File: config.mk
export PLATFORM = sky130hd
export DESIGN_NAME = nibble_word_assembler_flat
export DESIGN_NICKNAME = d
export VERILOG_FILES = /design/src/rtl/nibble_word_assembler_if.sv /design/src/rtl/nibble_word_assembler.sv /design/src/flat_wrapper.sv
export SDC_FILE = /design/constraint.sdc
export NUM_CORES = 1
export LEC_CHECK = 0
export CAP_MARGIN = 25
export CORE_ASPECT_RATIO = 2
export CORE_MARGIN = 1.5
export CORE_UTILIZATION = 45
export DETAILED_ROUTE_END_ITERATION = 10
export PLACE_DENSITY = 0.76
export SYNTH_ARGS = -nofsm -noshare
export SYNTH_HDL_FRONTEND = slang
export SYNTH_SLANG_ARGS = --single-unit
File: constraint.sdc
create_clock -name clk -period 3.81 [get_ports clk]
set_input_delay 0.381 -clock clk [delete_from_list [all_inputs] [get_ports clk]]
set_output_delay 0.381 -clock clk [all_outputs]
set_load 0.05 [all_outputs]
File: src/rtl/nibble_word_assembler_if.sv
// Digit-entry bus between a keypad/UART digit source and the nibble word assembler.
// master = digit source / controller side, slave = assembler side.
interface nibble_word_assembler_if #(
  parameter int N_DIGITS = 8
);
  localparam int W = 4 * N_DIGITS;

  logic [3:0]   digit_in;
  logic         digit_valid;
  logic         digit_ready;
  logic         backspace;
  logic         clear;
  logic         commit;
  logic [W-1:0] live_word;
  logic [3:0]   digit_count;
  logic [W-1:0] word_out;
  logic         word_valid;
  logic         full;
  logic         overflow;
  logic         digit_err;

  modport master (
    output digit_in, digit_valid, backspace, clear, commit,
    input  digit_ready, live_word, digit_count, word_out, word_valid,
           full, overflow, digit_err
  );

  modport slave (
    input  digit_in, digit_valid, backspace, clear, commit,
    output digit_ready, live_word, digit_count, word_out, word_valid,
           full, overflow, digit_err
  );
endinterface

File: src/rtl/nibble_word_assembler.sv
// Calculator-style digit entry: newest digit enters at [3:0], older digits shift up a nibble.
// live_word/digit_count update 1 cycle after accept; digit_ready drops while FULL and for the DONE cycle.
module nibble_word_assembler #(
  parameter int N_DIGITS = 8,
  parameter bit BCD_MODE = 1'b0
) (
  input logic                    clk,
  input logic                    reset,
  nibble_word_assembler_if.slave bus
);
  localparam int W = 4 * N_DIGITS;
  localparam logic [3:0] N_CNT = 4'(N_DIGITS);

  localparam logic [1:0] EMPTY   = 2'd0;
  localparam logic [1:0] PARTIAL = 2'd1;
  localparam logic [1:0] FULL    = 2'd2;
  localparam logic [1:0] DONE    = 2'd3;

  logic [1:0]   state;
  logic [W-1:0] live_word;
  logic [W-1:0] word_out;
  logic [3:0]   count;
  logic         overflow;
  logic         digit_err;

  logic ready;
  logic has_digits;
  logic accept;
  logic illegal;

  assign ready      = (state == EMPTY) || (state == PARTIAL);
  assign has_digits = (state == PARTIAL) || (state == FULL);
  assign accept     = bus.digit_valid && ready;
  assign illegal    = BCD_MODE && (bus.digit_in > 4'd9);

  // Priority chain: clear > DONE exit > commit > backspace > digit accept.
  // An illegal BCD digit still completes its handshake but leaves state untouched.
  always_ff @(posedge clk or posedge reset) begin
    if (reset) begin
      state     <= EMPTY;
      live_word <= '0;
      word_out  <= '0;
      count     <= 4'd0;
      overflow  <= 1'b0;
      digit_err <= 1'b0;
    end else begin
      digit_err <= 1'b0;
      if (bus.clear) begin
        live_word <= '0;
        count     <= 4'd0;
        overflow  <= 1'b0;
        state     <= EMPTY;
      end else if (state == DONE) begin
        state <= EMPTY;
      end else if (bus.commit && has_digits) begin
        word_out  <= live_word;
        live_word <= '0;
        count     <= 4'd0;
        overflow  <= 1'b0;
        state     <= DONE;
      end else if (bus.backspace && has_digits) begin
        live_word <= live_word >> 4;
        count     <= count - 4'd1;
        state     <= (count == 4'd1) ? EMPTY : PARTIAL;
      end else begin
        if (bus.digit_valid && (state == FULL)) begin
          overflow <= 1'b1;
        end
        if (accept) begin
          if (illegal) begin
            digit_err <= 1'b1;
          end else begin
            live_word <= (live_word << 4) | W'(bus.digit_in);
            count     <= count + 4'd1;
            state     <= ((count + 4'd1) == N_CNT) ? FULL : PARTIAL;
          end
        end
      end
    end
  end

  assign bus.digit_ready = ready;
  assign bus.live_word   = live_word;
  assign bus.digit_count = count;
  assign bus.word_out    = word_out;
  assign bus.word_valid  = (state == DONE);
  assign bus.full        = (state == FULL);
  assign bus.overflow    = overflow;
  assign bus.digit_err   = digit_err;
endmodule

File: src/flat_wrapper.sv
// flat-port wrapper written by rule: the top's interface ports become plain ports
module nibble_word_assembler_flat 
#(
  parameter int N_DIGITS = 8,
  parameter bit BCD_MODE = 1'b0
)
  (clk, reset, bus_digit_in, bus_digit_valid, bus_backspace, bus_clear, bus_commit, bus_digit_ready, bus_live_word, bus_digit_count, bus_word_out, bus_word_valid, bus_full, bus_overflow, bus_digit_err);
  nibble_word_assembler_if #(.N_DIGITS(N_DIGITS)) bus_i ();
  input logic clk;
  input logic reset;
  input wire logic [$bits(bus_i.digit_in)-1:0] bus_digit_in;
  input wire logic [$bits(bus_i.digit_valid)-1:0] bus_digit_valid;
  input wire logic [$bits(bus_i.backspace)-1:0] bus_backspace;
  input wire logic [$bits(bus_i.clear)-1:0] bus_clear;
  input wire logic [$bits(bus_i.commit)-1:0] bus_commit;
  output wire logic [$bits(bus_i.digit_ready)-1:0] bus_digit_ready;
  output wire logic [$bits(bus_i.live_word)-1:0] bus_live_word;
  output wire logic [$bits(bus_i.digit_count)-1:0] bus_digit_count;
  output wire logic [$bits(bus_i.word_out)-1:0] bus_word_out;
  output wire logic [$bits(bus_i.word_valid)-1:0] bus_word_valid;
  output wire logic [$bits(bus_i.full)-1:0] bus_full;
  output wire logic [$bits(bus_i.overflow)-1:0] bus_overflow;
  output wire logic [$bits(bus_i.digit_err)-1:0] bus_digit_err;
  assign bus_i.digit_in = bus_digit_in;
  assign bus_i.digit_valid = bus_digit_valid;
  assign bus_i.backspace = bus_backspace;
  assign bus_i.clear = bus_clear;
  assign bus_i.commit = bus_commit;
  assign bus_digit_ready = bus_i.digit_ready;
  assign bus_live_word = bus_i.live_word;
  assign bus_digit_count = bus_i.digit_count;
  assign bus_word_out = bus_i.word_out;
  assign bus_word_valid = bus_i.word_valid;
  assign bus_full = bus_i.full;
  assign bus_overflow = bus_i.overflow;
  assign bus_digit_err = bus_i.digit_err;
  nibble_word_assembler #(.N_DIGITS(N_DIGITS), .BCD_MODE(BCD_MODE)) u_core (.clk(clk), .reset(reset), .bus(bus_i));
endmodule
# Yosys cells after proc, flatten, opt, wreduce, memory -nomap -nowiden
# Index checks and enable logic that the tools add are counted.
# totals
register_bits,71
in_bits,10
out_inout_bits,73
elab_cells,52
# classes
addsub,2
n_eq_ne,7
mux,22
bitwise_logic,3
n_reduce_logical,13
# ops
op,count
$mux 32,5
$or 32x4->32,1
$mux 4,5
$mux 2,6
$mux 1,6
$reduce_and 3->1,2
$reduce_bool 5->1,1
$add 4x1->4 const B,1
$eq 2x2->1 const B,2
$eq 4x1->1 const B,1
$eq 4x4->1 const B,1
$logic_and 1x1->1,4
$reduce_bool 4->1,1
$sub 4x1->4 const B,1
$ne 3x2->1 const B,1
$reduce_bool 3->1,1
$eq 2x1->1 const B,1
$logic_not 2->1,1
$logic_or 1x1->1,2
$ne 2x2->1 const B,1
$not 1->1,2
$reduce_and 2->1,1

# Longest topological paths before layout
# logic_depth
ltp_word,8
ltp_mapped,8

# Worst setup path before layout
# Ideal clock, no wire load.
# synth_timing
path_kind,reg2reg
start,reg u_core.state[1]
end,"reg u_core.count[0], in the netlist u_core.bus.digit_count[0]"
setup_time_ps,82
arrival_time_ps,1917
required_ps,3728
slack_ps,1811
stages_incl_launch_ff,8
n_path_buf,2
period_less_slack_ps,1999
cell_sequence,dfrtp_1 ha_1 nor2b_1 a221oi_2 buf_4 buf_6 nand2_1 o21ai_1
# synth_via
elab_cells_between_ends,16
cone_classes,eq/ne: 4; mux: 4; reduce/logical: 8
# synth_lines
element,line_no,rtl
from (decl),nibble_word_assembler.sv:19,logic [1:0] state;
from (signal assigned),nibble_word_assembler.sv:64,state <= (count == 4'd1) ? EMPTY : PARTIAL;
from (signal assigned),nibble_word_assembler.sv:75,state <= ((count + 4'd1) == N_CNT) ? FULL : PARTIAL;
$eq 2x2->1,n/a,
named net bus_word_valid,flat_wrapper.sv:20,output wire logic [$bits(bus_i.word_valid)-1:0] bus_word_valid;
$ne 2x2->1 (no source line),n/a,
$reduce_and 2->1 (no source line),n/a,
to (signal assigned),nibble_word_assembler.sv:63,count <= count - 4'd1;
to (signal assigned),nibble_word_assembler.sv:74,count <= count + 4'd1;
to (decl),nibble_word_assembler.sv:22,logic [3:0] count;
# The timed path passes the listed nets, and every way through them passes these cells. The select of a mux whose other input is x is not followed.
# A chain may end at the register's enable or synchronous reset.

# Worst setup path in the final report
# layout_timing
start,reg u_core.state[0]
end,"reg u_core.live_word[31], in the netlist u_core.bus.live_word[31]"
# layout_via
elab_chain_len,7
elab_cells_between_ends,16
cone_classes,eq/ne: 4; mux: 4; reduce/logical: 8
# layout_lines
element,line_no,rtl
$eq 2x1->1 or $eq 2x2->1 (tied branches),"nibble_word_assembler.sv:31, nibble_word_assembler.sv:32",
$logic_or 1x1->1,nibble_word_assembler.sv:32,assign has_digits = (state == PARTIAL) || (state == FULL);
$logic_and 1x1->1,nibble_word_assembler.sv:61,end else if (bus.backspace && has_digits) begin
$mux 32,nibble_word_assembler.sv:61,
$mux 32,nibble_word_assembler.sv:55,end else if (bus.commit && has_digits) begin
$mux 32,nibble_word_assembler.sv:53,end else if (state == DONE) begin
$mux 32,nibble_word_assembler.sv:48,if (bus.clear) begin
to (signal assigned),nibble_word_assembler.sv:62,live_word <= live_word >> 4;
to (signal assigned),nibble_word_assembler.sv:73,live_word <= (live_word << 4) | W'(bus.digit_in);
to (decl),nibble_word_assembler.sv:20,logic [W-1:0] live_word;
# Parallel ways exist; a longest one is shown, timed or not. The select of a mux whose other input is x is not followed.

==> impl_metrics.csv <==
group,metric,value,unit
place,io_buffers,81,
routing,drcViolationCount,0,
clock_tree,numClockSinks,71,
routing,wire_per_inst,16.3,um
yosys,synth_edf_count,0,
global_routing,grt_max_degree,38,
yosys,synth_area,3200,um2
critical_path,critPathCaptureType,"flop",
timing,finalSetupTns,0,ps
critical_path,critPathLaunch,"u_core.state[0]",
place,placedCellCount,433,
critical_path,r2r_slack,1330,ps
timing,fin_hold_ws,321,ps
cells_and_area,n_antenna_cell,0,
clock_tree,hold_buffers,0,
routing,vias_per_cell,5.35,
timing,setup_viol,0,
yosys,ys_seq_elements,71,
yosys,avgSynthCellArea,11.8,um2
global_routing,antenna_found_initial,0,
yosys,yosys.area.top_type,"dfrtp_1",
timing,tightestPinTransition,1120,ps
clock_tree,root_buffer,"clkbuf_16",
clock_tree,clkTransAtPathRegs,60,ps
clock_tree,post_cts_resized,0,
global_routing,grt_pass1_wl,12.0,mm
clock_tree,numCtsBuffers,9,
power_and_ir_drop,p_total,2520,uW
routing,drt-pass1-iter-count,4,
routing,top_layer,"met4",
routing,postRouteAntennaNets,0,
critical_path,worstPathCellList,"inv_1, ha_1, o21a_1, a221oi_4, buf_4, o21ai_0",
yosys,synth_warnings,0,
die,rows,43,
yosys,ys_seq_area_share,55.5,%
clock_tree,cts_tree,"built",
yosys,synth_area_leaders,"dfrtp_1, mux2_2, mux2i_1",
power_and_ir_drop,vdd_drop_max,0.412,mV
place,dp_hpwl,5.09,mm
place,gp_congestion,0.768,
critical_path,arrival,2680,ps
critical_path,worst-path-buf-inv,2,
critical_path,path_delay_family,"compound AO/OA/AOI/OAI gates",
critical_path,setup.worst_path.start_class,"flop",
global_routing,grt.overflow.total,0,
die,dieArea,7650,um2
run,cap_violations,0,
timing,period_share,65.1,%
power_and_ir_drop,pwr_density_cell,569,nW/um2
routing,routed-via-count,2403,
yosys,synth_cells,270,
die,core_area,6890,um2
routing,met1_length,2.99,mm
clock_tree,ctsHtreeMaxLevel,3,
timing,max_freq,403,MHz
die,initial_core_util,46.5,%
clock_tree,clk-insertion-delay-late,330,ps
cells_and_area,final_util,64.3,%
critical_path,r2r_end,"u_core.bus.live_word[31]",
yosys,yosysTopAreaCellShare,55.5,%
cells_and_area,final_common_cell,"clkdlybuf4s50_1",
clock_tree,post_cts_buffers,0,
timing,period_needed,2480,ps
cells_and_area,drive_above_1_share,16.7,%
routing,dr_wl_met2,3.96,mm
routing,wl,7.34,mm
timing,hold_violations,0,
outcome,outcome,"finished, final reports clean",
die,fp.dieW,62.6,um
worst_hold_path,hold_path.class,"in -> async",
global_routing,track_usage,20.2,%
timing,fin_skew,7.74,ps
critical_path,max_stage_delay,930,ps
critical_path,path_class,"reg -> reg",
die,io_pins,83,
cells_and_area,instances_no_fill,449,
clock_tree,clockBufferDepth,2,
yosys,synth.distinct_cells,40,
cells_and_area,most-common-layout-cells,"clkdlybuf4s50_1, dfrtp_1, nand2_1",
power_and_ir_drop,p_leak,0.00200,uW
critical_path,cp.required,4010,ps
timing,rsz0062_at_grt,"false",
cells_and_area,nets,371,
timing,slew_viol_final,0,
yosys,ys.flop_type,"dfrtp_1",
critical_path,crit_slowest_cell,"a221oi_4",
critical_path,rr_startpoint,"u_core.state[0]",
routing,wl_met3,281,um
timing,slew_headroom,25.4,%
critical_path,crit_fanout,26,
yosys,syn_nets,287,
routing,drt_iter0_drc,71,
cells_and_area,syn_to_final_growth,38.4,%
critical_path,rr_worst_depth,6,
yosys,async_flop_share,100,%
die,dieHeight,122,um
global_routing,grt_pass1_vias,2367,
-- metal layers --
layer / track usage, % / up-vias
li1: - / 1108
met1: 23.9 / 1217
met2: 35.0 / 68
met3: 4.67 / 10
met4: 9.03 / 0
met5: 0 / -
-- metrics by stage --
stage / cell area (um2) / setup WS, ps
2_1_floorplan: 3200 / 1630
3_3_place_gp: 4100 / 1350
3_5_place_dp: 4120 / 1250
4_1_cts: 4430 / 1330
5_1_grt: 4430 / 1150
6_report: 4430 / 1330
-- flip-flops by register name (all words and copies together), names as in the netlist --
name and flops:
u_core.bus.digit_count 4, u_core.bus.live_word 32, u_core.bus.overflow 1, u_core.bus.word_out 32, u_core.state 2
-- power by group --
part | total, uW | switching, uW | leakage (uW) | internal (uW)
Combinational | 796 | 512 | 0.000863 | 284
Clock | 845 | 305 | 0.000152 | 540
Sequential | 876 | 65.8 | 0.000984 | 810
-- cell families (layout without fill, tap and decap cells) --
logic type                 Yosys count  in the layout  share of synthesized area [%]
AOI/OAI and AO/OA                   51             51                           9.78
xor gates and xnor gates             1              1                          0.274
adders and majority gates            7              7                           2.74
buffers and inverters               22            111                           3.56
DFF                                 71             71                           55.5
muxes                               61             61                           20.3
other                                1              1                          0.117
and+or+nand+nor                     56             56                           7.67
-- cell usage after synthesis, types with 2 or more instances --
| cell type | number |
|---|---|
| a211oi_1 | 2 |
| a311oi_1 | 2 |
| buf_2 | 7 |
| buf_4 | 4 |
| clkbuf_1 | 3 |
| dfrtp_1 | 71 |
| ha_1 | 7 |
| inv_1 | 6 |
| mux2_1 | 2 |
| mux2_2 | 30 |
| mux2i_1 | 29 |
| nand2_1 | 42 |
| nor2_1 | 3 |
| o21a_1 | 2 |
| o21ai_0 | 26 |
| o21ai_1 | 10 |
-- layout make-up --
cell class | count | area, um2
inverter | 7 | 26.3
fill | 581 | 2460
tap | 90 | 113
clock inverter | 5 | 56.3
sequential | 71 | 1780
multi-input combinational | 177 | 1330
clock buffer | 11 | 253
timing repair buffer | 88 | 876
-- worst max path at each step --
stage / to / cells after the start
2_1_floorplan: u_core.bus.digit_count[0] / 1
3_3_place_gp: u_core.bus.live_word[16] / 6
3_5_place_dp: u_core.bus.live_word[31] / 5
4_1_cts: u_core.bus.live_word[31] / 6
5_1_grt: u_core.bus.live_word[31] / 7
6_report: u_core.bus.live_word[31] / 6
Power figures use the tool's default switching activity.
